===== src/rtl/signed_accum_seq.sv =====
// signed_accum_seq: sums LEN two's-complement operands per job through one
// shared adder, then presents the AW-bit sum with a valid/ready handshake.
module signed_accum_seq #(
  parameter int DW  = 8,
  parameter int LEN = 4,
  parameter int AW  = DW + $clog2(LEN)
) (
  input  logic          clk,
  input  logic          rst,        // asynchronous, active low
  input  logic          start,
  input  logic          in_valid,
  input  logic [DW-1:0] in_data,
  output logic          in_ready,
  output logic          busy,
  output logic          out_valid,
  output logic [AW-1:0] out_data,
  input  logic          out_ready
);

  // Counter only needs to reach LEN-1.
  localparam int CW = (LEN > 1) ? $clog2(LEN) : 1;
  localparam logic [CW-1:0] LAST_IDX = CW'(LEN - 1);

  typedef enum logic [1:0] {
    S_IDLE  = 2'd0,
    S_ACCUM = 2'd1,
    S_DONE  = 2'd2
  } state_t;

  state_t               r_state;
  state_t               w_state_next;
  logic [CW-1:0]        r_cnt;
  logic signed [AW-1:0] r_acc;

  logic                 w_clear;
  logic                 w_xfer;
  logic                 w_last;
  logic signed [AW-1:0] w_operand;
  logic signed [AW-1:0] w_sum;

  // Sign-extend the operand to the result width and feed the single adder.
  assign w_operand = {{(AW-DW){in_data[DW-1]}}, in_data};
  assign w_sum     = r_acc + w_operand;
  assign w_xfer    = in_valid & in_ready;
  assign w_last    = (r_cnt == LAST_IDX);
  assign out_data  = r_acc;

  // State register; reset drops any job in progress.
  always_ff @(posedge clk or negedge rst) begin
    if (!rst) begin
      r_state <= S_IDLE;
    end else begin
      r_state <= w_state_next;
    end
  end

  // Next-state decode and Moore handshake outputs.
  always_comb begin
    w_state_next = r_state;
    in_ready     = 1'b0;
    out_valid    = 1'b0;
    busy         = 1'b1;
    w_clear      = 1'b0;
    case (r_state)
      S_IDLE: begin
        busy = 1'b0;
        if (start) begin
          w_clear      = 1'b1;
          w_state_next = S_ACCUM;
        end
      end
      S_ACCUM: begin
        in_ready = 1'b1;
        // in_ready is constant here, so the transfer test is just in_valid.
        if (in_valid && w_last) begin
          w_state_next = S_DONE;
        end
      end
      S_DONE: begin
        out_valid = 1'b1;
        if (out_ready) begin
          w_state_next = S_IDLE;
        end
      end
      default: begin
        busy         = 1'b0;
        w_state_next = S_IDLE;
      end
    endcase
  end

  // Accumulator and operand counter: cleared by an accepted start,
  // advanced only on an operand transfer, otherwise held.
  always_ff @(posedge clk or negedge rst) begin
    if (!rst) begin
      r_acc <= '0;
      r_cnt <= '0;
    end else if (w_clear) begin
      r_acc <= '0;
      r_cnt <= '0;
    end else if (w_xfer) begin
      r_acc <= w_sum;
      r_cnt <= r_cnt + 1'b1;
    end
  end

endmodule


===== config.mk =====
export PLATFORM = sky130hd
export DESIGN_NAME = signed_accum_seq
export DESIGN_NICKNAME = d
export VERILOG_FILES = /design/src/rtl/signed_accum_seq.sv
export SDC_FILE = /design/constraint.sdc
export NUM_CORES = 1
export LEC_CHECK = 0
export CAP_MARGIN = 0
export CORE_ASPECT_RATIO = 1.1
export CORE_MARGIN = 2
export CORE_UTILIZATION = 44
export DETAILED_ROUTE_END_ITERATION = 10
export PLACE_DENSITY_LB_ADDON = 0.2
export SETUP_SLACK_MARGIN = 0.02
export SLEW_MARGIN = 0
export SYNTH_ARGS = -nofsm -noshare
export SYNTH_HDL_FRONTEND = slang
export SYNTH_SLANG_ARGS = --single-unit

===== constraint.sdc =====
create_clock -name clk -period 2.1 [get_ports clk]
set_input_delay 0.42 -clock clk [delete_from_list [all_inputs] [get_ports clk]]
set_output_delay 0.42 -clock clk [all_outputs]
set_load 0.02 [all_outputs]

# After elaboration in Yosys (flattened, before gate mapping)
# Cells that the tools add are included.
# word_totals
regBits	14
inputBits	13
out_inout_bits	13
# classes
add_sub_neg	2
eq_ne	6
muxes	13
bitwise_logic	1
reduce_logical	5
# ops
operator	n
two-way mux 10 bit	2
adder 10 x 8 -> 10 bit	1
two-way mux 2 bit	5
inequality test 2 bit (second input constant)	3
one-hot mux 2 bit (3 select lines)	1
two-way mux 1 bit	5
== test 2 bit (second input constant)	2
AND reduction 3 bit	1
adder 2 x 1 -> 2 bit (second input constant)	1
== test 2 x 1 -> 1 bit (second input constant)	1
zero test 2 bit	1
nonzero test 2 bit	1
OR reduction 2 bit	1
bitwise AND 1 bit	1
logical AND 1 bit	1

# Logic depth before layout (Yosys ltp)
# depth
word_depth	5
depth_mapped	7
mapped_depth_nobuf	7

# Worst setup path before layout
# OpenSTA, ideal clock, no wires.
# synth_path
path_type	reg-to-reg
startpoint	register r_acc[0] (netlist: out_data[0])
endpoint	register r_acc[8] (netlist: out_data[8])
setup_ns	0.086
t_arrival_ns	2.171
required_ns	2.014
slack_ns	-0.157
path_stages_with_launch	8
n_path_buf	0
cell_sequence	dfrtp_1 ha_1 fa_1 a21oi_2 o21ai_2 or4b_4 and4_4 nor3_1
# synth_via
elab_chain_len	3
# synth_lines
element	line	source
from (decl)	33	logic signed [AW-1:0] r_acc;
from (signal assigned)	102	r_acc <= w_sum;
adder 10 x 8 -> 10 bit	43	assign w_sum = r_acc + w_operand;
two-way mux 10 bit	101	end else if (w_xfer) begin
two-way mux 10 bit	98	end else if (w_clear) begin
# Every way passes these cells. The select of a mux whose other input is x is not followed.
# A chain may end at the register's enable or synchronous reset.

# Final worst setup path
# Ends and elaborated chain as after synthesis.

==> impl_metrics.py <==
metrics = {
    "yosys": {
        "synth_area_mm2": 0.00110,
        "synth-main-ff-cell": "dfrtp_1",
        "yosysMostFrequentCell": "nand2_1",
        "syn-instance-count": 128,
        "yosysTopAreaCellShare_pct": 31.8,
        "synth_xor_area_share_pct": 1.59,
        "synth_compound_area_share_pct": 21.2,
        "synth-seq-cells": 14,
        "synthMuxAreaShare_pct": 1.82,
        "synth_warnings": 0,
        "synthTopCellsByCount": "nand2_1, dfrtp_1, ha_1",
        "synthSimpleGateAreaFrac_pct": 23.2,
        "synthArstFlopShare_pct": 100,
        "synth_top_family_by_area": "simple AND/OR/NAND/NOR gates",
        "synth_seq_area_share_pct": 31.8,
        "synth_nets": 156,
        "synth_edf_count": 0,
        "synth_cell_type_count": 35,
        "avgSynthCellArea_um2": 8.61,
        "synthTopCellsByArea": "dfrtp_1, ha_1, nand2_1",
        "synthAdderAreaFrac_pct": 17.7,
        "yosysTopAreaCell": "dfrtp_1",
    },
    "worst_hold_path": {
        "worstHoldPathType": "input port to async pin",
    },
    "setup_path": {
        "critical_path_arrival_ns": 2.27,
        "path_class": "flip-flop to flip-flop",
        "crit_path_max_fanout": 2,
        "start_kind": "flip-flop",
        "endpoint_kind": "flip-flop",
        "critPathRequiredTime_ns": 2.28,
    },
    "sta": {
        "tns_ns": 0,
        "finClkSkew_ns": 0.00206,
        "relSlewSlack_pct": 71.0,
        "tightest_slew_ns": 0.434,
        "setup_viol_count_final": 0,
        "maxSlewViolCount": 0,
        "timing.final.crit_period_ns": 2.09,
        "whs_ns": 0.441,
        "period_share_pct": 99.6,
        "final_hold_viol_count": 0,
        "fmax_mhz": 478,
        "fin_ws_ns": 0.00797,
        "grt_setup_unrepaired": "true",
    },
    "route": {
        "drt_iter0_markers": 30,
        "first_pass_iters": 4,
        "ant_nets": 0,
        "drc": 0,
        "wl_um": 2970,
        "dr_wl_met2_um": 1540,
        "via_count": 1144,
        "post_drt_wl_per_cell_um": 14.1,
        "m1WireLength_um": 1300,
        "viasPerCell": 5.45,
        "met3_length_um": 93,
        "routed.top_layer": "met4",
    },
    "global_route": {
        "grt_overflow": 0,
        "antenna_found_initial": 0,
        "grt_max_degree": 15,
        "grt_use_total_pct": 23.9,
        "grt_pass1_vias": 1157,
        "grt_pass1_wl_um": 5230,
    },
    "power_and_ir_drop": {
        "power.share.switching_pct": 44.0,
        "p_sw_uw": 958,
        "p_seq_share_pct": 22.4,
        "clkPwrFrac_pct": 9.4,
        "combPwrFrac_pct": 68.1,
        "powerDensity_mw_per_mm2": 1320,
        "vdd_drop_max_v": 0.000871,
        "p_leak_nw": 0.787,
        "p_int_mw": 1.22,
    },
    "die": {
        "initial_core_util_pct": 45.0,
        "die-width_um": 51.7,
        "dieArea_mm2": 0.00292,
        "row_count": 19,
        "core_area_mm2": 0.00245,
        "die_h_um": 56.5,
        "pin_count": 26,
    },
    "placement": {
        "place_ws_ns": -0.485,
        "io_buffers": 25,
        "gp_congestion": 0.888,
        "dp_hpwl_um": 2230,
    },
    "clock_network": {
        "cts_max_level": 1,
        "numCtsBuffers": 3,
        "root_buffer": "clkbuf_4",
        "cts_num_sinks": 14,
        "cts_tree": "done",
        "clk_path_buf_depth": 2,
        "path_clk_slew_ns": 0.09,
        "clk_latency_ns": 0.29,
    },
    "cells_and_area": {
        "antenna_cells": 0,
        "final_layout_size_suffix_gt1_share_pct": 22.3,
        "fill_cells": 208,
        "nNetsFinal": 208,
        "area_delta_synth_final_pct": 49.5,
        "seq_area_um2": 352,
        "multi_input_area_um2": 759,
    },
    "job": {
        "cap_viol_max_count": 0,
    },
    "run_status": {
        "outcome": "completed",
    },
}
## power groups by stage
stage               clock [mW]  combinational (mW)  sequential (mW)
finish                   0.205                1.48            0.488
detailed placement           0                1.40            0.492
floorplan                    0               0.722            0.574
CTS                      0.210                1.45            0.489
global route             0.221                1.65            0.503
global placement             0                1.35            0.483
## path summary, 6_finish.rpt
path / endpoint / slack (ns) / cells past startpoint / start
worst min register to register: r_cnt[1] / 0.54 / 2 / r_cnt[1]
worst min-delay path: out_data[7] / 0.44 / 2 / rst
max in group asynchronous: out_data[0] / 1.47 / 2 / rst
worst max-delay path: out_data[8] / 0.008 / 7 / out_data[0]
min in group clk: r_cnt[1] / 0.54 / 2 / r_cnt[1]
worst max register to register: out_data[8] / 0.008 / 7 / out_data[0]
## critical path, cell delays in order (launching register included)
cell      delay (ns)
dfrtp_2         0.43
ha_4            0.17
fa_2            0.36
a21oi_2         0.16
o21ai_2         0.07
or4b_4          0.50
a211oi_4        0.21
nor3_2          0.07
## state kept, by name, indices dropped and copies added (netlist names)
name      flops
out_data     10
r_cnt         2
r_state       2
## per-layer routing
layer	global-route usage, %	up-vias
met1	30.3	542
met2	40.1	24
li1	-	573
met4	8.65	0
met5	0	-
met3	3.99	5
## cells in the final DEF, fill, tap and decap left out, types with 3 or more instances in the layout
master            n
a211oi_1          5
clkdlybuf4s50_1  20
ha_1             13
dfrtp_1          13
nor2_1           11
nor4b_1           3
nand2_1          18
o21ai_0           8
buf_4            25
inv_1             5
dlymetal6s2s_1    3
clkbuf_4          3
a21oi_1          12
## cells by family after synthesis
kind of cell,Yosys count
AOI/OAI and AO/OA,38
adders and majority gates,15
xor gates and xnor gates,2
buffers and inverters,8
and+or+nand+nor,49
DFF,14
muxes,2
## metrics by stage
stage | power (mW) | util (%) | instances | instance area, µm²
4_1_cts | 2.15 | 66.5 | 210 | 1630
6_report | 2.18 | 67.3 | 210 | 1650
3_5_place_dp | 1.89 | 63.4 | 203 | 1550
3_3_place_gp | 1.83 | 63.4 | 203 | 1550
2_1_floorplan | 1.30 | - | 128 | 1110
5_1_grt | 2.37 | 67.3 | 210 | 1650
## repair_timing
action / in CTS / in global routing
setup buffers: 3 / 0
pin swaps: 8 / 4
hold buffers: 0 / 0
setup endpoints to repair: 3 / 6
resized for setup: 5 / 6
## layout make-up
| class | count | area share, % |
|---|---|---|
| well taps | 31 | 2.35 |
| clock buffers | 4 | 2.20 |
| inverters | 5 | 1.14 |
| repair buffers | 50 | 26.9 |
| flip-flops and latches | 14 | 21.3 |
| multi-input cells | 106 | 46.1 |
Note: power is estimated with default switching activity, not from simulation.
